## src/rtl/pc_sequencer.sv

```systemverilog
// rtl/pc_sequencer.sv - program-counter fetch sequencer with wait timeout and halt
module pc_sequencer #(
    parameter int              PC_W     = 8,
    parameter logic [PC_W-1:0] RESET_PC = '0,
    parameter int              MAX_WAIT = 15
) (
    input  logic            clk,
    input  logic            rst,
    input  logic            start,
    input  logic            stall,
    input  logic            br_taken,
    input  logic [PC_W-1:0] br_offset,
    input  logic            jmp_en,
    input  logic [PC_W-1:0] jmp_addr,
    input  logic            halt,
    output logic            imem_req,
    output logic [PC_W-1:0] imem_addr,
    input  logic            imem_ack,
    output logic            instr_valid,
    output logic [PC_W-1:0] pc,
    output logic [1:0]      state,
    output logic            timeout_err
);

    localparam int CNT_W = $clog2(MAX_WAIT + 1);

    typedef enum logic [1:0] {
        IDLE   = 2'd0,
        FETCH  = 2'd1,
        WAIT   = 2'd2,
        HALTED = 2'd3
    } state_t;

    state_t          state_q, state_d;
    logic [PC_W-1:0] pc_q, pc_d;
    logic [CNT_W-1:0] cnt_q, cnt_d;
    logic            err_q, err_d;
    logic            valid_q, valid_d;
    logic [PC_W-1:0] pc_accept;

    // Target taken on an accept; halting accepts hold pc and are handled below.
    always_comb begin
        pc_accept = pc_q + PC_W'(1);
        if (jmp_en) begin
            pc_accept = jmp_addr;
        end else if (br_taken) begin
            pc_accept = pc_q + br_offset;
        end
    end

    always_comb begin
        state_d  = state_q;
        pc_d     = pc_q;
        cnt_d    = cnt_q;
        err_d    = err_q;
        valid_d  = 1'b0;
        imem_req = 1'b0;
        case (state_q)
            IDLE: begin
                if (start) begin
                    state_d = FETCH;
                end
            end
            FETCH: begin
                if (!stall) begin
                    imem_req = 1'b1;
                    if (imem_ack) begin
                        valid_d = 1'b1;
                        if (halt) begin
                            state_d = HALTED;
                        end else begin
                            pc_d = pc_accept;
                        end
                    end else begin
                        state_d = WAIT;
                        cnt_d   = '0;
                    end
                end
            end
            WAIT: begin
                imem_req = 1'b1;
                if (imem_ack) begin
                    valid_d = 1'b1;
                    if (halt) begin
                        state_d = HALTED;
                    end else begin
                        state_d = FETCH;
                        pc_d    = pc_accept;
                    end
                end else begin
                    cnt_d = cnt_q + CNT_W'(1);
                    // This cycle brings the count to MAX_WAIT: give up on the fetch.
                    if (cnt_q == CNT_W'(MAX_WAIT - 1)) begin
                        err_d   = 1'b1;
                        state_d = HALTED;
                    end
                end
            end
            default: begin
            end
        endcase
    end

    always_ff @(posedge clk or posedge rst) begin
        if (rst) begin
            state_q <= IDLE;
            pc_q    <= RESET_PC;
            cnt_q   <= '0;
            err_q   <= 1'b0;
            valid_q <= 1'b0;
        end else begin
            state_q <= state_d;
            pc_q    <= pc_d;
            cnt_q   <= cnt_d;
            err_q   <= err_d;
            valid_q <= valid_d;
        end
    end

    assign pc          = pc_q;
    assign imem_addr   = pc_q;
    assign state       = state_q;
    assign timeout_err = err_q;
    assign instr_valid = valid_q;

endmodule
```

## config.mk

```make
export PLATFORM = sky130hd
export DESIGN_NAME = pc_sequencer
export DESIGN_NICKNAME = d
export VERILOG_FILES = /design/src/rtl/pc_sequencer.sv
export SDC_FILE = /design/constraint.sdc
export NUM_CORES = 1
export LEC_CHECK = 0
export ABC_AREA = 1
export BUFFER_PORTS_ARGS = -buffer_cell sky130_fd_sc_hd__buf_4
export CORE_UTILIZATION = 25
export DETAILED_ROUTE_END_ITERATION = 10
export SYNTH_ARGS = -nofsm -noshare
export SYNTH_HDL_FRONTEND = slang
export SYNTH_SLANG_ARGS = --single-unit
```

## constraint.sdc

```tcl
create_clock -name clk -period 1.9 [get_ports clk]
set_input_delay 0.38 -clock clk [delete_from_list [all_inputs] [get_ports clk]]
set_output_delay 0.38 -clock clk [all_outputs]
set_load 0.005 [all_outputs]
```

## Yosys cells after proc, flatten, opt, wreduce, memory -nomap -nowiden

Index checks and enable logic that the tools add are counted.

- Output and inout port bits: 21
- Bits in registers: 16
- Logic and storage cells: 48
- Input port bits: 24

- Eq/ne operators: 9
- Reduce and logical (&&, ||, !) cells: 7
- $add $sub $neg: 3
- Muxes and demuxes: 23
- Bitwise operators: 1

Operators by type and width:

| cell | number |
|---|---|
| $mux 8 | 5 |
| $pmux 8 s2 | 1 |
| $mux 2 | 7 |
| $mux 4 | 3 |
| $add 8x1->8 const B | 1 |
| $add 8x8->8 | 1 |
| $ne 2x2->1 const B | 4 |
| $pmux 4 s2 | 1 |
| $ne 3x3->1 const B | 2 |
| $pmux 2 s3 | 1 |
| $reduce_and 5->1 | 1 |
| $add 4x1->4 const B | 1 |
| $eq 4x4->1 const B | 1 |
| $pmux 1 s2 | 2 |
| $reduce_and 4->1 | 1 |
| $mux 1 | 3 |
| $reduce_and 3->1 | 1 |
| $reduce_bool 3->1 | 1 |
| $eq 2x1->1 const B | 1 |
| $eq 2x2->1 const B | 1 |
| $logic_not 2->1 | 1 |
| $reduce_and 2->1 | 1 |
| $reduce_bool 2->1 | 1 |
| $not 1->1 | 1 |

## Longest topological paths before layout

Gate-level depths: netlist of run 1.

- Depth in word-level cells: 7
- Depth in mapped cells: 14
- Mapped depth without buffers: 14

## Least setup slack after synthesis of run 1

Ideal clock, no wire load.

- Path type: input to register
- Start point: input port br_taken
- End point: register pc_q[6] (netlist: imem_addr[6])
- Required time: 1.784 ns
- Buffers on the path: 1
- Stages: 13
- Arrival time: 1.613 ns
- Slack: 0.170 ns
- Setup time: 0.116 ns
- Cells stage by stage: buf_2 nand2_1 ha_1 inv_1 fa_1 inv_1 nand2_1 nand2_1 nand3b_1 nand3_1 nand3_1 nand2_1 nand2_1

- Longest elaborated chain between the ends: 6

Ends and longest elaborated chain:

| what | line | RTL |
|---|---|---|
| start, declared | 11 | `input logic br_taken,` |
| $mux 8 (*) | 46 | `end else if (br_taken) begin` |
| $mux 8 (*) | 44 | `if (jmp_en) begin` |
| $mux 8 (*) | 69, 84 |  |
| $mux 8 (*) | 82 | `if (imem_ack) begin` |
| $mux 8 | 65 | `if (!stall) begin` |
| $pmux 8 s2 (*) | 58 | `case (state_q)` |
| end signal, assigned | 113 | `pc_q <= pc_d;` |
| end, declared | 35 | `logic [PC_W-1:0] pc_q, pc_d;` |

Mark *: on every way between the ends. The rest lies on a longest branch, timed or not. The select of a mux whose other input is x is not followed.
A chain may end at the register's enable or synchronous reset.

## Final worst setup path of run 1

- Start point: register state_q[1] (netlist: state[1])
- End point: output port imem_req

- Longest elaborated chain between the ends: 2
- Elaborated cells between the ends (all ways): 3
- Classes of those cells: eq/ne: 2; mux: 1

Ends and longest elaborated chain:

| what | line | RTL |
|---|---|---|
| start, declared | 34 | `state_t state_q, state_d;` |
| start signal, assigned | 112 | `state_q <= state_d;` |
| $eq 2x2->1 / $eq 2x1->1 (equally long branches) | 58 |  |
| $pmux 1 s2 (*) | 58 |  |
| end, declared | 16 | `output logic imem_req,` |

Mark *: on every way between the ends. The rest lies on a longest branch, timed or not.

==> summary.json, run 1 <==
{
  "ys_seq_elements": {"value": 16},
  "reg2regPathDepth": {"value": 11},
  "cts_tree": {"value": "yes"},
  "irDropWorstVdd": {"value": 0.548, "unit": "mV"},
  "dp_cells": {"value": 299},
  "cts_made_buffers": {"value": 3},
  "netlist-cell-type-count": {"value": 33},
  "cts.sinks": {"value": 16},
  "first_global_vias": {"value": 1261},
  "worst_path_most_repeated_cell": {"value": "nor2_1"},
  "vias_per_cell": {"value": 4.24},
  "worstReg2RegEnd": {"value": "imem_addr[6]"},
  "share_clk_of_total_power": {"value": 13.3, "unit": "%"},
  "run_status": {"value": "completed"},
  "cap_viol_max_count": {"value": 0},
  "timing.critical_path.required": {"value": 1.52, "unit": "ns"},
  "grt_usage": {"value": 12.1, "unit": "%"},
  "sequence_of_cells_on_the_critical_path": {"value": "inv_1, ha_2, inv_1, nor2_1, nor2_1, nor2_1, buf_4"},
  "floorplan.rows": {"value": 26},
  "syn_avg_cell_area": {"value": 7.09, "unit": "sq um"},
  "drive_gt1_share": {"value": 29.8, "unit": "%"},
  "final.setup_skew": {"value": 0.00614, "unit": "ns"},
  "sequentialPowerShare": {"value": 25.4, "unit": "%"},
  "die-width": {"value": 76.6, "unit": "microns"},
  "grt_setup_unrepaired": {"value": "no"},
  "floorplan_die_height": {"value": 76.6, "unit": "microns"},
  "finish.net_count": {"value": 274},
  "cp-startpoint": {"value": "state[1]"},
  "path_max_fanout": {"value": 5},
  "buffer_ports.inserted": {"value": 44},
  "cp.arrival": {"value": 1.38, "unit": "ns"},
  "stdcell_count": {"value": 305},
  "initial_core_util": {"value": 26.5, "unit": "%"},
  "fillers": {"value": 568},
  "synth.yosys.seq_area_share": {"value": 28.8, "unit": "%"},
  "synth.yosys.warnings": {"value": 0},
  "syn-cell-area": {"value": 1390, "unit": "sq um"},
  "global_route_congestion_overflow_total": {"value": 0},
  "largest_buffer_count_on_any_clock_path": {"value": 2},
  "clk_pin_slew_worst_paths": {"value": 0.07, "unit": "ns"},
  "cpMaxStageDelayCell": {"value": "dfrtp_2"},
  "timing.final.hold_violations": {"value": 0},
  "setup_tns": {"value": 0, "unit": "ns"},
  "maxSlewHeadroom": {"value": 54.5, "unit": "%"},
  "place_worst_setup_slack": {"value": 0.0636, "unit": "ns"},
  "detailedRoute.firstIterationViolations": {"value": 39},
  "internal-power": {"value": 1.36, "unit": "mW"},
  "area_growth": {"value": 29.5, "unit": "%"},
  "grt_antenna_before_repair": {"value": 0},
  "switching_power": {"value": 1.02, "unit": "mW"},
  "timing.setup.critical_path_class": {"value": "reg -> out"},
  "launching_point_of_the_worst_reg2reg_path": {"value": "imem_addr[0]"},
  "drtPass1Iterations": {"value": 4},
  "route.final.wire_length": {"value": 3260, "unit": "microns"},
  "powerDensity": {"value": 1320, "unit": "nW/um^2"},
  "finalSetupViolCount": {"value": 0},
  "postRouteAntennaNets": {"value": 0},
  "gp_congestion": {"value": 0.732},
  "post_detailed_placement_half_perimeter_wirelength": {"value": 2530, "unit": "microns"},
  "max_freq": {"value": 0.569, "unit": "GHz"},
  "synth_fp_nets": {"value": 234},
  "io-pin-count": {"value": 45},
  "switching_share": {"value": 42.9, "unit": "%"},
  "cp-start-kind": {"value": "flip-flop"},
  "synth_instances": {"value": 196},
  "power.static_leakage": {"value": 1.01, "unit": "nW"},
  "clk_latency": {"value": 0.26, "unit": "ns"},
  "final_period_minus_worst_setup_slack": {"value": 1.76, "unit": "ns"},
  "final_report_max_slew_violation_count": {"value": 0},
  "floorplan.die_area": {"value": 5860, "unit": "sq um"},
  "route.detailed.wl_per_inst": {"value": 10.7, "unit": "microns"},
  "drcViolationCount": {"value": 0},
  "hp-class": {"value": "in -> async"},
  "grt_pass1_wl": {"value": 5710, "unit": "microns"},
  "cts-root-buf": {"value": "clkbuf_8"},
  "reg2reg_slack": {"value": 0.23, "unit": "ns"},
  "floorplan.core_area": {"value": 5240, "unit": "sq um"},
  "grt_start_max_net_pins": {"value": 17},
  "htreeDepth": {"value": 1},
  "worstSetupEndpointType": {"value": "output port"},
  "worstMarginPinSlew": {"value": 0.682, "unit": "ns"},
  "critPathCapture": {"value": "imem_req"},
  "pwr-share-comb": {"value": 61.3, "unit": "%"},
  "setup_slack": {"value": 0.143, "unit": "ns"},
  "routed-via-count": {"value": 1292},
  "n_antenna_cell": {"value": 0},
  "critPathMaxStageDelay": {"value": 0.44, "unit": "ns"},
  "min_period_over_period": {"value": 92.4, "unit": "%"}
}
[registers in the layout, indices dropped and copies added, names as in the netlist]
register,cells
cnt_q,4
imem_addr,8
timeout_err,1
state,2
instr_valid,1
[kinds of logic (layout without fill, tap and decap cells)]
kind of cell,count (synthesis),in the layout,share of synthesized area (%)
and+or+nand+nor,97,97,31.3
buffers and inverters,45,84,15.4
AOI/OAI and AO/OA,22,22,9.54
DFF,16,16,28.8
adders and majority gates,14,14,13.1
xor gates and xnor gates,2,2,1.80
[metal layers]
layer,GRT usage [%],vias to the layer above,share of wire (%)
met4,2.88,0,0.83
met5,0,-,0
li1,-,676,-
met3,2.99,2,4.3
met1,15.3,585,46
met2,20.5,29,49
[final cells by class]
| type | instances | area, sq um | share of cell area (%) |
|---|---|---|---|
| timing repair buffer | 46 | 345 | 19.2 |
| clock buffer | 4 | 55.1 | 3.06 |
| inverter | 34 | 130 | 7.23 |
| tap | 70 | 87.6 | 4.86 |
| sequential | 16 | 402 | 22.3 |
| multi-input combinational | 135 | 781 | 43.4 |
[synth_stat cells]
master,instances,share of area [%]
or2_2,1,0.45
nor2_1,19,5.1
nand2_1,52,14
or2_4,1,0.63
buf_4,9,4.9
xor2_2,1,1.2
buf_6,1,0.81
buf_2,1,0.36
a21oi_2,1,0.63
nand3b_1,2,1.1
inv_4,1,0.45
o21ai_0,1,0.36
nor3_1,2,0.72
nand2_4,1,0.81
a31oi_1,1,0.45
xnor2_1,1,0.63
o211ai_1,1,0.54
and3_1,1,0.45
nor2_4,2,1.6
a21oi_1,11,4.0
inv_2,5,1.4
nand2_2,2,0.90
o22ai_1,2,0.90
ha_1,13,12
o2111ai_2,1,1.1
o21ai_1,3,1.1
or2_1,1,0.45
o21bai_1,1,0.54
nor3_2,1,0.72
dfrtp_1,16,29
fa_1,1,1.4
inv_1,28,7.6
nand3_1,12,4.3
[cells in the final DEF, fill, tap and decap left out]
master,count
nand2_1,52
buf_4,46
inv_1,28
nor2_1,19
dfrtp_1,15
nand3_1,12
a21oi_1,11
ha_1,11
inv_2,5
clkbuf_8,4
o21ai_1,3
nand2_2,2
nor2_4,2
nor3_1,2
nand3b_1,2
o22ai_1,2
ha_2,2
o2111ai_2,1
nand2_4,1
inv_4,1
a31oi_1,1
o211ai_1,1
or2_2,1
o21bai_1,1
and3_1,1
nor3_2,1
or2_4,1
xor2_2,1
a21oi_2,1
or2_1,1
xnor2_1,1
o21ai_0,1
fa_1,1
dfrtp_2,1
[what timing repair did]
action	4_1_cts	5_1_grt
hold endpoints to repair	0	0
setup endpoints to repair	0	1
hold buffers	0	0
setup buffers	0	2
resized for setup	0	3
[worst max-delay path: cells and delay by family (launching register included)]
| family | cells | cell delay [ns] |
|---|---|---|
| buffers and inverters | 3 | 0.26 |
| adders and majority gates | 1 | 0.20 |
| and+or+nand+nor | 3 | 0.22 |
| DFF | 1 | 0.44 |
[worst min-delay path by stage]
stage / slack, ns / end / cells past startpoint / start
4_1_cts: 0.26 / imem_addr[0] / 2 / rst
3_5_place_dp: 0.46 / timeout_err / 1 / timeout_err
3_3_place_gp: 0.47 / timeout_err / 1 / timeout_err
2_1_floorplan: 0.29 / cnt_q[0] / 1 / rst
6_report: 0.22 / imem_addr[0] / 2 / rst
5_1_grt: 0.27 / imem_addr[0] / 2 / rst
[power groups by stage]
stage | Clock, mW | Sequential, mW | Combinational (mW)
floorplan | 0 | 0.589 | 1.04
global placement | 0 | 0.611 | 1.41
detailed placement | 0 | 0.615 | 1.43
CTS | 0.331 | 0.608 | 1.43
global route | 0.346 | 0.626 | 1.67
finish | 0.317 | 0.604 | 1.46
[stage by stage]
stage	total power [mW]	cell area, sq um	util (%)	hold slack, ns
floorplan	1.63	1390	-	0.294
global placement	2.02	1720	32.9	0.472
detailed placement	2.04	1720	32.9	0.464
CTS	2.37	1780	34.0	0.259
global route	2.65	1800	34.4	0.273
finish	2.38	1800	34.4	0.225
(Power assumes the default switching activity.)
==> run 2, diff against run 1 <==
- PLACE_DENSITY: default -> 0.5
==> run 2 against run 1 <==
Net effect: power shrank 1.5%; flip-flop and latch count is the same; die area is the same; critical path depth shrank 2; core utilization shrank 0.14 points; final area shrank 0.42%; combinational power is essentially flat; non-clock buffer count shrank 1; worst hold slack lost 0.0010 ns; maximum frequency shrank 0.94%; clock power shrank 6%; first-iteration DRC count shrank 51%; critical endpoint unchanged.
==> summary.json, run 2 (synthesis results as in run 1) <==
{
  "finish.net_count": {"value": 273, "change": "was 274"},
  "maxSlewHeadroom": {"value": 57.1, "unit": "%", "change": "was 54.5%"},
  "reg2reg_slack": {"value": 0.25, "unit": "ns", "change": "was 0.23 ns"},
  "dpl_cell_area": {"value": 1720, "unit": "sq um", "change": "unchanged"},
  "largest_buffer_count_on_any_clock_path": {"value": 2, "change": "unchanged"},
  "worstMarginPinSlew": {"value": 0.643, "unit": "ns", "change": "was 0.682 ns"},
  "path_max_fanout": {"value": 5, "change": "unchanged"},
  "irDropWorstVdd": {"value": 0.487, "unit": "mV", "change": "was 0.548 mV"},
  "fillers": {"value": 589, "change": "was 568"},
  "htreeDepth": {"value": 1, "change": "unchanged"},
  "n_antenna_cell": {"value": 0, "change": "unchanged"},
  "largest_reg_flops": {"value": 8, "change": "unchanged"},
  "hp-class": {"value": "in -> async", "change": "unchanged"},
  "timing.final.hold_violations": {"value": 0, "change": "unchanged"},
  "route.detailed.wl_per_inst": {"value": 10.2, "unit": "microns", "change": "was 10.7 microns"},
  "leading_cell_type_in_the_layout_fill_and_taps_excluded": {"value": "nand2_1", "change": "unchanged"},
  "grt_antenna_before_repair": {"value": 0, "change": "unchanged"},
  "gp_congestion": {"value": 0.824, "change": "was 0.732"},
  "cts-root-buf": {"value": "clkbuf_8", "change": "unchanged"},
  "cts_made_buffers": {"value": 3, "change": "unchanged"},
  "postRouteAntennaNets": {"value": 0, "change": "unchanged"},
  "io-pin-count": {"value": 45, "change": "unchanged"},
  "finalSetupViolCount": {"value": 0, "change": "unchanged"},
  "powerDensity": {"value": 1310, "unit": "nW/um^2", "change": "was 1320 nW/um^2"},
  "floorplan_die_height": {"value": 76.6, "unit": "microns", "change": "unchanged"},
  "cell_area_after_layout": {"value": 1790, "unit": "sq um", "change": "was 1800 sq um"},
  "grt_pass1_wl": {"value": 5380, "unit": "microns", "change": "was 5710 microns"},
  "area_growth": {"value": 29.0, "unit": "%", "change": "was 29.5%"},
  "worstSetupEndpointType": {"value": "output port", "change": "unchanged"},
  "grt_usage": {"value": 11.2, "unit": "%", "change": "was 12.1%"},
  "route.final.wire_length": {"value": 3090, "unit": "microns", "change": "was 3260 microns"},
  "reg2regPathDepth": {"value": 11, "change": "unchanged"},
  "vias_per_cell": {"value": 4.15, "change": "was 4.24"},
  "finalPower": {"value": 2.34, "unit": "mW", "change": "was 2.38 mW"},
  "drive_gt1_share": {"value": 29.5, "unit": "%", "change": "was 29.8%"},
  "final_report_max_slew_violation_count": {"value": 0, "change": "unchanged"},
  "initial_core_util": {"value": 26.5, "unit": "%", "change": "unchanged"},
  "floorplan.rows": {"value": 26, "change": "unchanged"},
  "final.setup_skew": {"value": 0.00297, "unit": "ns", "change": "was 0.00614 ns"},
  "power.static_leakage": {"value": 1.00, "unit": "nW", "change": "was 1.01 nW"},
  "grt_start_max_net_pins": {"value": 17, "change": "unchanged"},
  "timing.critical_path.required": {"value": 1.52, "unit": "ns", "change": "about the same"},
  "global_route_congestion_overflow_total": {"value": 0, "change": "unchanged"},
  "die-width": {"value": 76.6, "unit": "microns", "change": "unchanged"},
  "routed-via-count": {"value": 1263, "change": "was 1292"},
  "cts.sinks": {"value": 16, "change": "unchanged"},
  "most-common-layout-cells": {"value": "nand2_1, buf_4, inv_1", "change": "unchanged"},
  "floorplan.die_area": {"value": 5860, "unit": "sq um", "change": "unchanged"},
  "cap_viol_max_count": {"value": 0, "change": "unchanged"},
  "setup_tns": {"value": 0, "unit": "ns", "change": "unchanged"},
  "cp-start-kind": {"value": "flip-flop", "change": "unchanged"},
  "grt_setup_unrepaired": {"value": "no", "change": "unchanged"},
  "run_status": {"value": "completed", "change": "unchanged"},
  "buffer_ports.inserted": {"value": 44, "change": "unchanged"},
  "final_period_minus_worst_setup_slack": {"value": 1.77, "unit": "ns", "change": "was 1.76 ns"},
  "min_period_over_period": {"value": 93.3, "unit": "%", "change": "was 92.4%"},
  "drtPass1Iterations": {"value": 4, "change": "unchanged"},
  "first_global_vias": {"value": 1262, "change": "was 1261"},
  "max_freq": {"value": 0.564, "unit": "GHz", "change": "was 0.569 GHz"},
  "timing.setup.critical_path_class": {"value": "reg -> out", "change": "unchanged"},
  "cts_tree": {"value": "yes", "change": "unchanged"},
  "detailedRoute.firstIterationViolations": {"value": 19, "change": "was 39"},
  "floorplan.core_area": {"value": 5240, "unit": "sq um", "change": "unchanged"},
  "clk_pin_slew_worst_paths": {"value": 0.06, "unit": "ns", "change": "was 0.07 ns"},
  "clk_latency": {"value": 0.24, "unit": "ns", "change": "was 0.26 ns"},
  "cp.arrival": {"value": 1.39, "unit": "ns", "change": "was 1.38 ns"},
  "post_detailed_placement_half_perimeter_wirelength": {"value": 2480, "unit": "microns", "change": "was 2530 microns"},
  "drcViolationCount": {"value": 0, "change": "unchanged"}
}
run 2: cell count changes in the layout (fill, tap and decap cells not counted), sizes merged:
cell	previous run	this run
buf	46	45
run 2: per-layer routing:
layer	up-vias	share of wire (%)	track usage (%)
li1	682	-	-
met1	554	48	13.7
met2	25	46	19.4
met3	2	5.4	2.87
met4	0	0.55	3.27
met5	-	0	0
run 2: worst paths after layout:
kind	startpoint	end
hold / removal	rst	cnt_q[3]
setup reg to reg	imem_addr[0]	imem_addr[6]
setup / recovery	state[0]	imem_req
max in group asynchronous	rst	state[1]
hold reg to reg	timeout_err	timeout_err
min in group clk	jmp_addr[1]	imem_addr[1]
run 2: layout make-up:
cell class | instances | area, sq um | area share, %
multi-input cells | 135 | 781 | 43.5
flip-flops and latches | 16 | 402 | 22.4
repair buffers | 45 | 338 | 18.8
inverters | 34 | 130 | 7.26
well taps | 70 | 87.6 | 4.88
clock buffers | 4 | 55.1 | 3.07
run 2: repair_timing:
| item | 4_1_cts | 5_1_grt |
|---|---|---|
| resized for setup | 0 | 3 |
| buffers inserted | 0 | 1 |
| endpoints found under the setup margin | 0 | 1 |
| hold buffers | 0 | 0 |
run 2: per-stage QoR:
stage               cells  worst slack (ns)  hold WS [ns]  util, %
global route          304            0.0247         0.272     34.2
floorplan             196             0.170         0.294        -
global placement      299            0.0872         0.471     32.9
CTS                   303            0.0875         0.251     34.0
finish                304             0.127         0.224     34.2
detailed placement    299            0.0317         0.464     32.9
run 2: worst max-delay path, cell delays in order (launching register included):
cell and delay (ns):
dfrtp_1 0.41, inv_1 0.08, ha_1 0.33, inv_1 0.09, nor2_2 0.12, buf_4 0.11
run 2: power breakdown:
group	internal (mW)	switching (mW)	total, mW	leakage, nW
Combinational	0.693	0.742	1.44	0.773
Clock	0.184	0.114	0.298	0.0288
Sequential	0.466	0.140	0.606	0.200
==> run 3, diff against run 2 <==
- PLACE_DENSITY: 0.5 -> default
- PLACE_DENSITY_LB_ADDON: default -> 0.12
==> run 3 against run 2 <==
Net effect: routed wire length up 0.78%; maximum frequency up 0.47%; setup slack better by 0.0083 ns; critical path type unchanged; largest power group unchanged.
==> summary.json, run 3 (synthesis results as in run 1) <==
{
  "fin_hold_ws": {"value": 0.137, "unit": "ns", "change": "was 0.224 ns"},
  "timing.final.hold_violations": {"value": 0, "change": "unchanged"},
  "n_antenna_cell": {"value": 0, "change": "unchanged"},
  "detailedRoute.firstIterationViolations": {"value": 33, "change": "was 19"},
  "grt_start_max_net_pins": {"value": 17, "change": "unchanged"},
  "first_global_vias": {"value": 1251, "change": "was 1262"},
  "gp_congestion": {"value": 0.749, "change": "was 0.824"},
  "grt_pass1_wl": {"value": 5540, "unit": "microns", "change": "was 5380 microns"},
  "area_growth": {"value": 29.9, "unit": "%", "change": "was 29.0%"},
  "path_max_fanout": {"value": 5, "change": "unchanged"},
  "post_detailed_placement_half_perimeter_wirelength": {"value": 2460, "unit": "microns", "change": "was 2480 microns"},
  "worstReg2RegEnd": {"value": "imem_addr[6]", "change": "unchanged"},
  "worstMarginPinSlew": {"value": 0.260, "unit": "ns", "change": "was 0.643 ns"},
  "grt_antenna_before_repair": {"value": 0, "change": "unchanged"},
  "final_period_minus_worst_setup_slack": {"value": 1.76, "unit": "ns", "change": "was 1.77 ns"},
  "finish.net_count": {"value": 275, "change": "was 273"},
  "crit_family": {"value": "flip-flops", "change": "unchanged"},
  "largest_buffer_count_on_any_clock_path": {"value": 2, "change": "unchanged"},
  "run_status": {"value": "completed", "change": "unchanged"},
  "drcViolationCount": {"value": 0, "change": "unchanged"},
  "drtPass1Iterations": {"value": 4, "change": "unchanged"},
  "drive_gt1_share": {"value": 29.7, "unit": "%", "change": "was 29.5%"},
  "grt_usage": {"value": 11.7, "unit": "%", "change": "was 11.2%"},
  "io-pin-count": {"value": 45, "change": "unchanged"},
  "htreeDepth": {"value": 1, "change": "unchanged"},
  "postRouteAntennaNets": {"value": 0, "change": "unchanged"},
  "largest_reg_flops": {"value": 8, "change": "unchanged"},
  "route.final.wire_length": {"value": 3120, "unit": "microns", "change": "was 3090 microns"},
  "cap_viol_max_count": {"value": 0, "change": "unchanged"},
  "final_report_max_slew_violation_count": {"value": 0, "change": "unchanged"},
  "global_route_congestion_overflow_total": {"value": 0, "change": "unchanged"},
  "cts_tree": {"value": "yes", "change": "unchanged"},
  "maxSlewHeadroom": {"value": 82.6, "unit": "%", "change": "was 57.1%"},
  "timing.setup.critical_path_class": {"value": "reg -> out", "change": "unchanged"},
  "max_freq": {"value": 0.567, "unit": "GHz", "change": "was 0.564 GHz"},
  "initial_core_util": {"value": 26.5, "unit": "%", "change": "unchanged"},
  "min_period_over_period": {"value": 92.9, "unit": "%", "change": "was 93.3%"},
  "hp-class": {"value": "in -> async", "change": "unchanged"},
  "finalSetupViolCount": {"value": 0, "change": "unchanged"},
  "vias_per_cell": {"value": 4.08, "change": "was 4.15"},
  "routed-via-count": {"value": 1248, "change": "was 1263"},
  "most-common-layout-cells": {"value": "nand2_1, buf_4, inv_1", "change": "unchanged"},
  "leading_cell_type_in_the_layout_fill_and_taps_excluded": {"value": "nand2_1", "change": "unchanged"},
  "final_core_utilization": {"value": 34.5, "unit": "%", "change": "was 34.2%"},
  "floorplan.die_area": {"value": 5860, "unit": "sq um", "change": "unchanged"},
  "launching_point_of_the_worst_reg2reg_path": {"value": "imem_addr[0]", "change": "unchanged"},
  "reg2regPathDepth": {"value": 11, "change": "unchanged"},
  "worst_path_most_repeated_cell": {"value": "inv_1", "change": "unchanged"},
  "power.static_leakage": {"value": 1.01, "unit": "nW", "change": "was 1.00 nW"},
  "floorplan_die_height": {"value": 76.6, "unit": "microns", "change": "unchanged"},
  "finalPower": {"value": 2.35, "unit": "mW", "change": "was 2.34 mW"},
  "reg2reg_slack": {"value": 0.23, "unit": "ns", "change": "was 0.25 ns"},
  "cts-root-buf": {"value": "clkbuf_8", "change": "unchanged"},
  "cts.sinks": {"value": 16, "change": "unchanged"},
  "sequence_of_cells_on_the_critical_path": {"value": "inv_1, ha_1, inv_1, nor2_1, buf_4", "change": "was inv_1, ha_1, inv_1, nor2_2, buf_4"},
  "floorplan.rows": {"value": 26, "change": "unchanged"},
  "clk_latency": {"value": 0.25, "unit": "ns", "change": "was 0.24 ns"},
  "worstSetupEndpointType": {"value": "output port", "change": "unchanged"},
  "route.detailed.wl_per_inst": {"value": 10.2, "unit": "microns", "change": "about the same"},
  "final.setup_skew": {"value": 0.00675, "unit": "ns", "change": "was 0.00297 ns"},
  "irDropWorstVdd": {"value": 0.481, "unit": "mV", "change": "was 0.487 mV"},
  "cpMaxStageDelayCell": {"value": "dfrtp_1", "change": "unchanged"},
  "powerDensity": {"value": 1300, "unit": "nW/um^2", "change": "was 1310 nW/um^2"},
  "critical_path.n_buffers_inverters": {"value": 3, "change": "unchanged"},
  "cp-start-kind": {"value": "flip-flop", "change": "unchanged"},
  "cp.arrival": {"value": 1.38, "unit": "ns", "change": "was 1.39 ns"},
  "grt_setup_unrepaired": {"value": "no", "change": "unchanged"},
  "cts_made_buffers": {"value": 3, "change": "unchanged"},
  "timing.critical_path.required": {"value": 1.52, "unit": "ns", "change": "about the same"},
  "clk_pin_slew_worst_paths": {"value": 0.07, "unit": "ns", "change": "was 0.06 ns"},
  "die-width": {"value": 76.6, "unit": "microns", "change": "unchanged"},
  "floorplan.core_area": {"value": 5240, "unit": "sq um", "change": "unchanged"},
  "buffer_ports.inserted": {"value": 44, "change": "unchanged"},
  "setup_tns": {"value": 0, "unit": "ns", "change": "unchanged"},
  "critPathMaxStageDelay": {"value": 0.42, "unit": "ns", "change": "was 0.41 ns"}
}
==> run 3: cell count changes in the layout (fill, tap and decap cells not counted), sizes merged <==
cell,delta
buf,+2
==> run 3: cell type report <==
cell class | instances | area (sq um)
Fill cell | 590 | 3430
Multi-Input combinational cell | 135 | 778
Sequential cell | 16 | 402
Timing Repair Buffer | 47 | 353
Inverter | 34 | 130
Tap cell | 70 | 87.6
Clock buffer | 4 | 55.1
==> run 3: timing repair <==
| item | in CTS | in global routing |
|---|---|---|
| endpoints found under the setup margin | 0 | 1 |
| gates resized for setup | 0 | 2 |
| buffers inserted | 0 | 2 |
| hold buffers | 0 | 0 |
==> run 3: worst max-delay path by stage <==
stage | startpoint | to | slack (ns) | depth (start not counted)
after floorplan | br_taken | imem_addr[6] | 0.17 | 13
after global placement | br_taken | imem_addr[6] | 0.08 | 13
after detailed placement | br_taken | imem_addr[6] | 0.04 | 13
after CTS | state[0] | imem_req | 0.06 | 5
after global routing | state[1] | imem_req | 0.008 | 7
final | state[1] | imem_req | 0.14 | 5
==> run 3: worst min-delay path, stage by stage <==
cell and delay, ns:
buf_4 0.11, inv_1 0.04, buf_4 0.24
==> run 3: metrics by stage <==
step	cells	setup slack, ns	area (sq um)
after CTS	304	0.0620	1790
after detailed placement	300	0.0445	1730
final	306	0.135	1810
after floorplan	196	0.170	1390
after global placement	300	0.0806	1730
after global routing	306	0.00842	1810
==> run 3: power breakdown <==
group | internal [mW] | switching (mW) | total [mW]
clock | 0.184 | 0.132 | 0.317
sequential | 0.467 | 0.133 | 0.600
combinational | 0.697 | 0.740 | 1.44
==> run 3: per-layer routing <==
| layer | part of all wire (%) | track usage, % | wire (microns) | vias up |
|---|---|---|---|---|
| met5 | 0 | 0 | 0 | - |
| met4 | 0.61 | 2.88 | 19 | 0 |
| met3 | 3.8 | 2.40 | 117 | 2 |
| met2 | 46 | 19.7 | 1450 | 30 |
| met1 | 49 | 15.3 | 1530 | 533 |
| li1 | - | - | - | 683 |
